[src/rtl/vga_pkg.sv]
// Shared VGA text-overlay constants and the glyph pixel selector used by the
// character-rectangle overlay stage.
package vga_pkg;

  localparam int CNT_W       = 11;
  localparam int CHAR_W      = 8;
  localparam int CHAR_H      = 16;
  localparam int TEXT_COLS   = 16;
  localparam int TEXT_ROWS   = 16;
  localparam int FONT_ADDR_W = 11;
  localparam int CHAR_CODE_W = 7;
  localparam int RGB_W       = 12;

  localparam int TEXT_W_PX = CHAR_W * TEXT_COLS;
  localparam int TEXT_H_PX = CHAR_H * TEXT_ROWS;

  // Timing signals that travel together through the overlay pipeline.
  typedef struct packed {
    logic [CNT_W-1:0] hcount;
    logic [CNT_W-1:0] vcount;
    logic             hsync;
    logic             vsync;
    logic             hblnk;
    logic             vblnk;
  } vga_timing_t;

  // Font rows are stored MSB-first: column 0 is the leftmost pixel.
  function automatic logic glyph_pixel(input logic [CHAR_W-1:0] row,
                                       input logic [2:0]        col);
    return row[3'd7 - col];
  endfunction

endpackage

[src/rtl/draw_rect_char_16x16_delay.sv]
// Generic shift-register delay line with asynchronous active-low reset.
// Used for the timing/rgb alignment and the in_rect/column side pipe.
module delay #(
  parameter int WIDTH   = 1,
  parameter int CLK_DEL = 1
) (
  input  logic             clk,
  input  logic             rst_n,
  input  logic [WIDTH-1:0] din,
  output logic [WIDTH-1:0] dout
);

  logic [WIDTH-1:0] pipe [CLK_DEL];

  always_ff @(posedge clk or negedge rst_n) begin
    if (!rst_n) begin
      for (int i = 0; i < CLK_DEL; i++) pipe[i] <= '0;
    end else begin
      pipe[0] <= din;
      for (int i = 1; i < CLK_DEL; i++) pipe[i] <= pipe[i-1];
    end
  end

  assign dout = pipe[CLK_DEL-1];

endmodule

[src/rtl/draw_rect_char_16x16.sv]
// 16x16-character text overlay: beam position -> code ROM cell -> font ROM
// row -> pixel overlay, 4-cycle aligned. Opaque background with DRAW_RECT_CHAR_BG_EN.
module draw_rect_char_16x16
  import vga_pkg::*;
#(
  parameter int unsigned      XPOS       = 64,
  parameter int unsigned      YPOS       = 64,
  parameter logic [RGB_W-1:0] TEXT_COLOR = 12'hFFF,
  parameter logic [RGB_W-1:0] BG_COLOR   = 12'h000
) (
  input  logic                   clk,
  input  logic                   rst_n,
  input  logic [CNT_W-1:0]       hcount_in,
  input  logic [CNT_W-1:0]       vcount_in,
  input  logic                   hsync_in,
  input  logic                   vsync_in,
  input  logic                   hblnk_in,
  input  logic                   vblnk_in,
  input  logic [RGB_W-1:0]       rgb_in,
  output logic [7:0]             char_xy,
  input  logic [CHAR_CODE_W-1:0] char_code,
  output logic [FONT_ADDR_W-1:0] font_addr,
  input  logic [CHAR_W-1:0]      font_data,
  output logic [CNT_W-1:0]       hcount_out,
  output logic [CNT_W-1:0]       vcount_out,
  output logic                   hsync_out,
  output logic                   vsync_out,
  output logic                   hblnk_out,
  output logic                   vblnk_out,
  output logic [RGB_W-1:0]       rgb_out
);

`ifdef DRAW_RECT_CHAR_BG_EN
  localparam logic BG_EN = 1'b1;
`else
  localparam logic BG_EN = 1'b0;
`endif

  localparam logic [CNT_W:0] X_LO = (CNT_W+1)'(XPOS);
  localparam logic [CNT_W:0] X_HI = (CNT_W+1)'(XPOS + TEXT_W_PX);
  localparam logic [CNT_W:0] Y_LO = (CNT_W+1)'(YPOS);
  localparam logic [CNT_W:0] Y_HI = (CNT_W+1)'(YPOS + TEXT_H_PX);

  // Only the low bits of the wrapped offsets address the 128x256 block.
  logic [6:0] rel_x;
  logic [7:0] rel_y;
  logic       in_rect;

  assign rel_x   = 7'(hcount_in - CNT_W'(XPOS));
  assign rel_y   = 8'(vcount_in - CNT_W'(YPOS));
  assign in_rect = ({1'b0, hcount_in} >= X_LO) && ({1'b0, hcount_in} < X_HI) &&
                   ({1'b0, vcount_in} >= Y_LO) && ({1'b0, vcount_in} < Y_HI);

  // S1: cell address to the code ROM, glyph line held for S2
  logic [3:0] line_p1;

  always_ff @(posedge clk or negedge rst_n) begin
    if (!rst_n) begin
      char_xy <= '0;
      line_p1 <= '0;
    end else begin
      char_xy <= {rel_y[7:4], rel_x[6:3]};
      line_p1 <= rel_y[3:0];
    end
  end

  // S2: font ROM address from the combinational char_code
  always_ff @(posedge clk or negedge rst_n) begin
    if (!rst_n) font_addr <= '0;
    else        font_addr <= {char_code, line_p1};
  end

  // Side pipe: rectangle flag and glyph column, aligned with font_data at S3
  logic       in_rect_p3;
  logic [2:0] col_p3;

  delay #(.WIDTH(4), .CLK_DEL(3)) u_side_pipe (
    .clk  (clk),
    .rst_n(rst_n),
    .din  ({in_rect, rel_x[2:0]}),
    .dout ({in_rect_p3, col_p3})
  );

  // Blanking and colour reach S3 for the overlay decision
  logic             hblnk_p3;
  logic             vblnk_p3;
  logic [RGB_W-1:0] rgb_p3;

  delay #(.WIDTH(RGB_W + 2), .CLK_DEL(3)) u_video_pipe (
    .clk  (clk),
    .rst_n(rst_n),
    .din  ({hblnk_in, vblnk_in, rgb_in}),
    .dout ({hblnk_p3, vblnk_p3, rgb_p3})
  );

  // Counts, syncs and blanks go straight through the full 4-cycle delay
  vga_timing_t timing_in;
  vga_timing_t timing_p4;

  assign timing_in = '{hcount: hcount_in, vcount: vcount_in,
                       hsync: hsync_in, vsync: vsync_in,
                       hblnk: hblnk_in, vblnk: vblnk_in};

  delay #(.WIDTH($bits(vga_timing_t)), .CLK_DEL(4)) u_timing_pipe (
    .clk  (clk),
    .rst_n(rst_n),
    .din  (timing_in),
    .dout (timing_p4)
  );

  assign hcount_out = timing_p4.hcount;
  assign vcount_out = timing_p4.vcount;
  assign hsync_out  = timing_p4.hsync;
  assign vsync_out  = timing_p4.vsync;
  assign hblnk_out  = timing_p4.hblnk;
  assign vblnk_out  = timing_p4.vblnk;

  // S3: font_data is valid now; pick the pixel under the beam
  logic pixel_p3;

  assign pixel_p3 = glyph_pixel(font_data, col_p3);

  // S4: registered overlay; blanking always passes the incoming colour
  always_ff @(posedge clk or negedge rst_n) begin
    if (!rst_n) begin
      rgb_out <= '0;
    end else if (hblnk_p3 || vblnk_p3) begin
      rgb_out <= rgb_p3;
    end else if (in_rect_p3 && pixel_p3) begin
      rgb_out <= TEXT_COLOR;
    end else if (in_rect_p3 && BG_EN) begin
      rgb_out <= BG_COLOR;
    end else begin
      rgb_out <= rgb_p3;
    end
  end

endmodule

[config.mk]
export PLATFORM = sky130hd
export DESIGN_NAME = draw_rect_char_16x16
export DESIGN_NICKNAME = d
export VERILOG_FILES = /design/src/rtl/vga_pkg.sv /design/src/rtl/draw_rect_char_16x16_delay.sv /design/src/rtl/draw_rect_char_16x16.sv
export SDC_FILE = /design/constraint.sdc
export NUM_CORES = 1
export LEC_CHECK = 0
export ABC_AREA = 1
export BUFFER_PORTS_ARGS = -buffer_cell sky130_fd_sc_hd__buf_2
export CORE_AREA = 5 5 147 79
export CTS_BUF_LIST = sky130_fd_sc_hd__clkbuf_8
export DETAILED_ROUTE_END_ITERATION = 7
export DIE_AREA = 0 0 152 84
export GPL_TIMING_DRIVEN = 0
export HOLD_SLACK_MARGIN = 0.1
export PLACE_DENSITY = 0.79
export SYNTH_ARGS = -nofsm -noshare
export SYNTH_HDL_FRONTEND = slang
export SYNTH_HIERARCHICAL = 1
export SYNTH_SLANG_ARGS = --single-unit
[constraint.sdc]
create_clock -name clk -period 3.1 [get_ports clk]
set_clock_uncertainty 0.2 [all_clocks]
set_input_delay 0.155 -clock clk [delete_from_list [all_inputs] [get_ports clk]]
set_output_delay 0.155 -clock clk [all_outputs]
set_load 0.01 [all_outputs]
==> results.py, run 1 <==
metrics = {
    "status": {
        "outcome": "complete, no violations",
    },
    "drt": {
        "ant_nets": 0,
        "dr.pass1.iters": 4,
        "drt_iter0_drc": 105,
        "postRouteWirelength_um": 8200,
        "drc_errors": 0,
        "routed_via_density": 4.14,
        "via_count": 2646,
        "wire_per_inst_um": 12.8,
    },
    "sta": {
        "final.period_utilization_pct": 93.7,
        "fmax_ghz": 0.344,
        "tightest_slew_ps": 656,
        "grt_setup_unrepaired": "no",
        "setup_tns_ps": 0,
        "hold_viol_final": 0,
        "slew_headroom_pct": 56.3,
        "min_period_ps": 2900,
        "slew_violations": 0,
        "finalSetupViolCount": 0,
        "setup_ws_ps": 196,
    },
    "logic_synthesis": {
        "synth-edff-count": 0,
        "async_flop_share_pct": 100,
        "synthesis.instances": 299,
        "ys_types": 15,
        "ys_top_cells_by_area": "dfrtp_1 89%, buf_4 6.1%, nand2_1 1.7%, inv_1 1.2%, nand3_1 0.37%",
        "synth_area_um2": 5440,
        "syn_avg_cell_area_um2": 18.2,
        "synth_warnings": 6,
        "synthFlopType": "dfrtp_1",
        "synth-seq-cells": 193,
        "yosysTopAreaCell": "dfrtp_1",
        "synth_top_area_share_pct": 88.9,
        "synthTopCellsByCount": "193 x dfrtp_1, 44 x buf_4, 24 x nand2_1, 17 x inv_1, 5 x nor2_1",
        "syn-num-nets": 355,
        "yosys.cell_count.top_type": "dfrtp_1",
        "ys_seq_area_share_pct": 88.9,
    },
    "global_routing": {
        "grt_pass1_vias": 2991,
        "use_met1_pct": 17.6,
        "met2_usage_pct": 23.6,
        "grt_use_met3_pct": 6.78,
        "grt_max_degree": 101,
        "track_usage_pct": 14.8,
        "grt-ovfl-total": 0,
        "grt_pass1_wl_um": 14600,
        "grt_busiest_layer": "met2",
        "grt_antenna_before_repair": 0,
    },
    "clock_tree": {
        "tritoncts.num_buffers": 17,
        "cts_root_buffer": "clkbuf_8",
        "cts_hold_buf": 51,
        "clk_path_buf_depth": 2,
        "numClockSinks": 193,
        "ctsHtreeMaxLevel": 4,
        "cts-resized-gates": 0,
        "cts_setup_buffers": 0,
        "clk_pin_slew_ps": 100,
        "cts_tree": "done",
        "insertion_delay_ps": 430,
    },
    "placement": {
        "gp_congestion": 0.839,
        "dp_slack_ps": 1610,
        "place.port_buffers": 111,
        "place.detailed.hpwl_um": 4950,
        "dp_cells": 556,
    },
    "setup_path": {
        "cp.depth": 11,
        "critPathTopFamily": "buffers and inverters",
        "endpoint_kind": "flop",
        "critPathArrivalTime_ps": 3080,
        "crit_fanout": 5,
        "critPathKind": "reg2reg",
        "start_kind": "flop",
        "reg2reg_to": "rgb_out[11]$_DFF_PN0_",
        "crit_end": "rgb_out[11]$_DFF_PN0_",
        "r2r_slack_ps": 200,
        "reg2reg_depth": 11,
        "required_ps": 3280,
        "crit_top_cell": "nand2_1",
        "cp_slowest_stage_delay_ps": 590,
        "r2r-start": "u_side_pipe/dout[0]$_DFF_PN0_",
        "cp_slowest_cell": "dlygate4sd3_1",
        "path_cells": "buf_4 -> inv_2 -> nand2_1 -> nand3_1 -> dlygate4sd3_1 -> nand2_1 -> dlygate4sd3_1 -> nand2_1 -> nand3_2 -> dlygate4sd3_1 -> nand2_1",
        "crit_start": "u_side_pipe/dout[0]$_DFF_PN0_",
        "cp_num_buf_inv": 5,
    },
    "power_and_ir_drop": {
        "power.leakage_nw": 3.54,
        "totalPowerFinal_mw": 4.41,
        "peakVddDrop_mv": 0.367,
        "power_density_nw_per_um2": 622,
    },
    "floorplanning": {
        "die_h_um": 84,
        "core_um2": 10400,
        "start_util_pct": 52.2,
        "dieWidth_um": 152,
        "num_rows": 27,
        "ios": 112,
        "die_area_um2": 12800,
    },
    "min_path": {
        "hold_class": "in2async",
    },
    "finish": {
        "drive_gt1_share_pct": 38.5,
        "multi_input_area_um2": 196,
        "syn2layout_area_growth_pct": 30.4,
        "final_util_pct": 68.1,
        "diodes": 0,
        "seqCellArea_um2": 4830,
        "final_cell_count_no_fill": 639,
        "layout.nets": 537,
        "nFillCells": 691,
    },
    "job": {
        "maxCapViolCount": 0,
    },
}
## metrics by stage
stage / cell area [um2] / hold WS (ps)
3_5_place_dp: 6210 / 11.9
5_1_grt: 7090 / 121
6_report: 7090 / 122
2_1_floorplan: 5440 / -341
3_3_place_gp: 6170 / 62.5
4_1_cts: 7090 / 102
## logic make-up (layout without fill, tap and decap cells)
kind of cell             after synthesis  after routing  share of synthesized area [%]
adder cells (fa/ha/maj)                1              1                          0.230
AND/OR/NAND/NOR                       39             39                           3.11
AO/OA/AOI/OAI                          3              3                          0.276
buffers and inverters                 63            258                           7.53
flip-flops                           193            193                           88.9
## layout by cell type, fill, tap and decap left out, drive strengths merged
master,count
nor3b,1
nand2,24
dfrtp,193
nor2,5
buf,157
nand3,5
a21oi,2
clkinv,6
nor3,2
clkbuf,18
ha,1
o21ai,1
inv,26
nand4,2
dlygate4sd3,51
## worst min path at each step
stage | startpoint | endpoint | slack, ps | cells past startpoint
after floorplan | rst_n | char_xy[0]$_DFF_PN0_ | -340 | 0
after global routing | hcount_in[8] | u_timing_pipe/pipe[101]$_DFF_PN0_ | 120 | 2
after CTS | font_data[4] | rgb_out[9]$_DFF_PN0_ | 100 | 8
after detailed placement | rst_n | rgb_out[8]$_DFF_PN0_ | 10 | 1
final | rst_n | rgb_out[8]$_DFF_PN0_ | 120 | 2
after global placement | rgb_in[10] | u_video_pipe/pipe[38]$_DFF_PN0_ | 60 | 1
## registers in the layout, summed over array words and instances, names as in the netlist
| register | flops |
|---|---|
| rgb_out | 12 |
| u_side_pipe/dout | 4 |
| line_p1 | 4 |
| u_video_pipe/pipe | 28 |
| u_timing_pipe/dout | 26 |
| u_timing_pipe/pipe | 78 |
| font_addr | 11 |
| u_video_pipe/dout | 14 |
| u_side_pipe/pipe | 8 |
| char_xy | 8 |
## layer usage
layer	part of all wire (%)	vias to the layer above
met4	1.4	0
met2	50	90
met1	40	1307
met5	0	-
li1	-	1233
met3	8.2	16
## power by group
part / leakage [nW] / total (mW) / switching, mW / internal [mW]
Clock: 0.197 / 1.47 / 0.868 / 0.606
Sequential: 2.26 / 2.67 / 0.0320 / 2.64
Combinational: 1.09 / 0.267 / 0.128 / 0.139
Total: 3.54 / 4.41 / 1.03 / 3.38
## cell type report
type,count,share of cell area [%]
plain buffers,45,4.82
repair buffers,163,15.6
multi-input cells,43,2.77
clock inverters,14,1.69
clock buffers,18,3.50
inverters,18,0.953
flip-flops and latches,193,68.1
well taps,145,2.56
(Power assumes the default switching activity.)
==> run 2: changes to the inputs <==
- CTS_BUF_LIST: sky130_fd_sc_hd__clkbuf_8 -> sky130_fd_sc_hd__clkbuf_4 sky130_fd_sc_hd__clkbuf_8
==> run 2 against run 1 <==
Cell count is the same. Largest power group unchanged. Non-clock buffer count unchanged. Total power grew 0.27%. Combinational power is essentially flat. Critical path type unchanged. Sequential power hardly changed. Wire length barely moved. Worst hold slack stayed put. Sequential share of layout area barely moved. Count of clock-buffer cells in the layout up 1.
==> results.py, run 2 (synthesis results as in run 1) <==
metrics = {
    "setup_path": {
        "reg2reg_to": "rgb_out[11]$_DFF_PN0_",
        "start_kind": "flop",
        "cp_num_buf_inv": 5,
        "cp_slowest_cell": "dlygate4sd3_1",
        "crit_top_cell": "nand2_1",
        "crit_fanout": 5,
        "critPathTopFamily": "buffers and inverters",
        "reg2reg_depth": 11,
        "path_cells": "buf_4 -> inv_2 -> nand2_1 -> nand3_1 -> dlygate4sd3_1 -> nand2_1 -> dlygate4sd3_1 -> nand2_1 -> nand3_2 -> dlygate4sd3_1 -> nand2_1",
        "r2r_slack_ps": 200,
        "required_ps": 3280,
        "cp_slowest_stage_delay_ps": 590,
        "critPathKind": "reg2reg",
        "critPathArrivalTime_ps": 3080,
        "r2r-start": "u_side_pipe/dout[0]$_DFF_PN0_",
        "endpoint_kind": "flop",
    },
    "sta": {
        "finalSetupViolCount": 0,
        "setup_ws_ps": 196,
        "tightest_slew_ps": 656,
        "hold_viol_final": 0,
        "fmax_ghz": 0.344,
        "min_period_ps": 2900,
        "slew_violations": 0,
        "final.period_utilization_pct": 93.7,
        "grt_setup_unrepaired": "no",
        "slew_headroom_pct": 56.3,
    },
    "clock_tree": {
        "clk_path_buf_depth": 2,
        "numClockSinks": 193,
        "cts_tree": "done",
        "cts_root_buffer": "clkbuf_8",
        "insertion_delay_ps": 430,
        "cts_setup_buffers": 0,
        "tritoncts.num_buffers": 17,
        "clk_pin_slew_ps": 100,
        "ctsHtreeMaxLevel": 4,
    },
    "drt": {
        "dr.pass1.iters": 4,
        "ant_nets": 0,
        "topRoutingLayerUsed": "met4",
        "postRouteWirelength_um": 8200,
        "wire_per_inst_um": 12.8,
        "routed_via_density": 4.14,
        "wl_met2_um": 4100,
        "drt-met1-wl_um": 3320,
        "met3_length_um": 669,
        "drc_errors": 0,
        "drt_iter0_drc": 105,
        "via_count": 2646,
    },
    "finish": {
        "layout.nets": 537,
        "seqCellArea_um2": 4830,
        "final_common_cell": "dfrtp_1",
        "syn2layout_area_growth_pct": 30.5,
        "largest_register_ff_count": 78,
        "mostFrequentLayoutCells": "193 x dfrtp_1, 110 x buf_2, 51 x dlygate4sd3_1",
        "nFillCells": 689,
        "diodes": 0,
        "multi_input_area_um2": 196,
        "largest-register": "u_timing_pipe/pipe",
        "drive_gt1_share_pct": 38.7,
    },
    "floorplanning": {
        "dieWidth_um": 152,
        "start_util_pct": 52.2,
        "num_rows": 27,
        "die_h_um": 84,
        "ios": 112,
        "die_area_um2": 12800,
        "core_um2": 10400,
    },
    "global_routing": {
        "grt_pass1_wl_um": 14600,
        "track_usage_pct": 14.8,
        "grt_pass1_vias": 2991,
        "grt_antenna_before_repair": 0,
        "grt-ovfl-total": 0,
        "grt_max_degree": 101,
    },
    "placement": {
        "place.detailed.hpwl_um": 4950,
        "gp_congestion": 0.839,
        "dp_slack_ps": 1610,
        "place.port_buffers": 111,
    },
    "min_path": {
        "hold_class": "in2async",
    },
    "status": {
        "outcome": "complete, no violations",
    },
    "job": {
        "maxCapViolCount": 0,
    },
    "power_and_ir_drop": {
        "power_density_nw_per_um2": 624,
        "peakVddDrop_mv": 0.367,
        "power.leakage_nw": 3.54,
        "totalPowerFinal_mw": 4.42,
    },
}
## run 2: repair_timing
item | 4_1_cts | 5_1_grt
resized for setup | 0 | 0
hold endpoints to repair | 227 | 0
hold buffers | 51 | 0
## run 2: how the worst max path moves through the flow
| stage | start | to | slack (ps) | cells past startpoint |
|---|---|---|---|---|
| floorplan | u_side_pipe/dout[0]$_DFF_PN0_ | rgb_out[10]$_DFF_PN0_ | 1820 | 9 |
| global placement | rst_n | u_timing_pipe/pipe[84]$_DFF_PN0_ | -1100 | 1 |
| global route | u_side_pipe/dout[1]$_DFF_PN0_ | rgb_out[0]$_DFF_PN0_ | 90 | 10 |
| CTS | u_side_pipe/dout[0]$_DFF_PN0_ | rgb_out[11]$_DFF_PN0_ | 210 | 11 |
| finish | u_side_pipe/dout[0]$_DFF_PN0_ | rgb_out[11]$_DFF_PN0_ | 200 | 11 |
| detailed placement | u_video_pipe/dout[12]$_DFF_PN0_ | rgb_out[10]$_DFF_PN0_ | 1610 | 5 |
## run 2: per-stage QoR
step | std cells | setup TNS [ps] | hold WS [ps] | area, um2 | util (%)
2_1_floorplan | 299 | 0 | -341 | 5440 | -
3_3_place_gp | 555 | -208060 | 62.5 | 6170 | 59.3
3_5_place_dp | 556 | 0 | 11.9 | 6210 | 59.7
4_1_cts | 639 | 0 | 102 | 7090 | 68.2
5_1_grt | 639 | 0 | 121 | 7090 | 68.2
6_report | 639 | 0 | 122 | 7090 | 68.2
## run 2: metal layers
metal / global-route usage, % / vias up
met5: 0 / -
met4: 6.04 / 0
met3: 6.78 / 16
met2: 23.6 / 90
met1: 17.6 / 1307
li1: - / 1233
## run 2: area by class of cell
class	count	area share, %
plain buffers	45	4.82
multi-input cells	43	2.77
clock buffers	19	3.60
repair buffers	163	15.6
flip-flops and latches	193	68.1
well taps	145	2.56
clock inverters	13	1.64
inverters	18	0.953
## run 2: report_power, final
part           total [mW]  internal (mW)  switching [mW]
clock network        1.49          0.618           0.867
registers            2.67           2.64          0.0320
logic               0.267          0.139           0.128
## run 2: worst register-to-register path, cell delays in order (launching register included)
cell and delay (ps):
dfrtp_1 370, buf_4 150, inv_2 70, nand2_1 50, nand3_1 60, dlygate4sd3_1 550
nand2_1 50, dlygate4sd3_1 550, nand2_1 80, nand3_2 70, dlygate4sd3_1 590, nand2_1 70
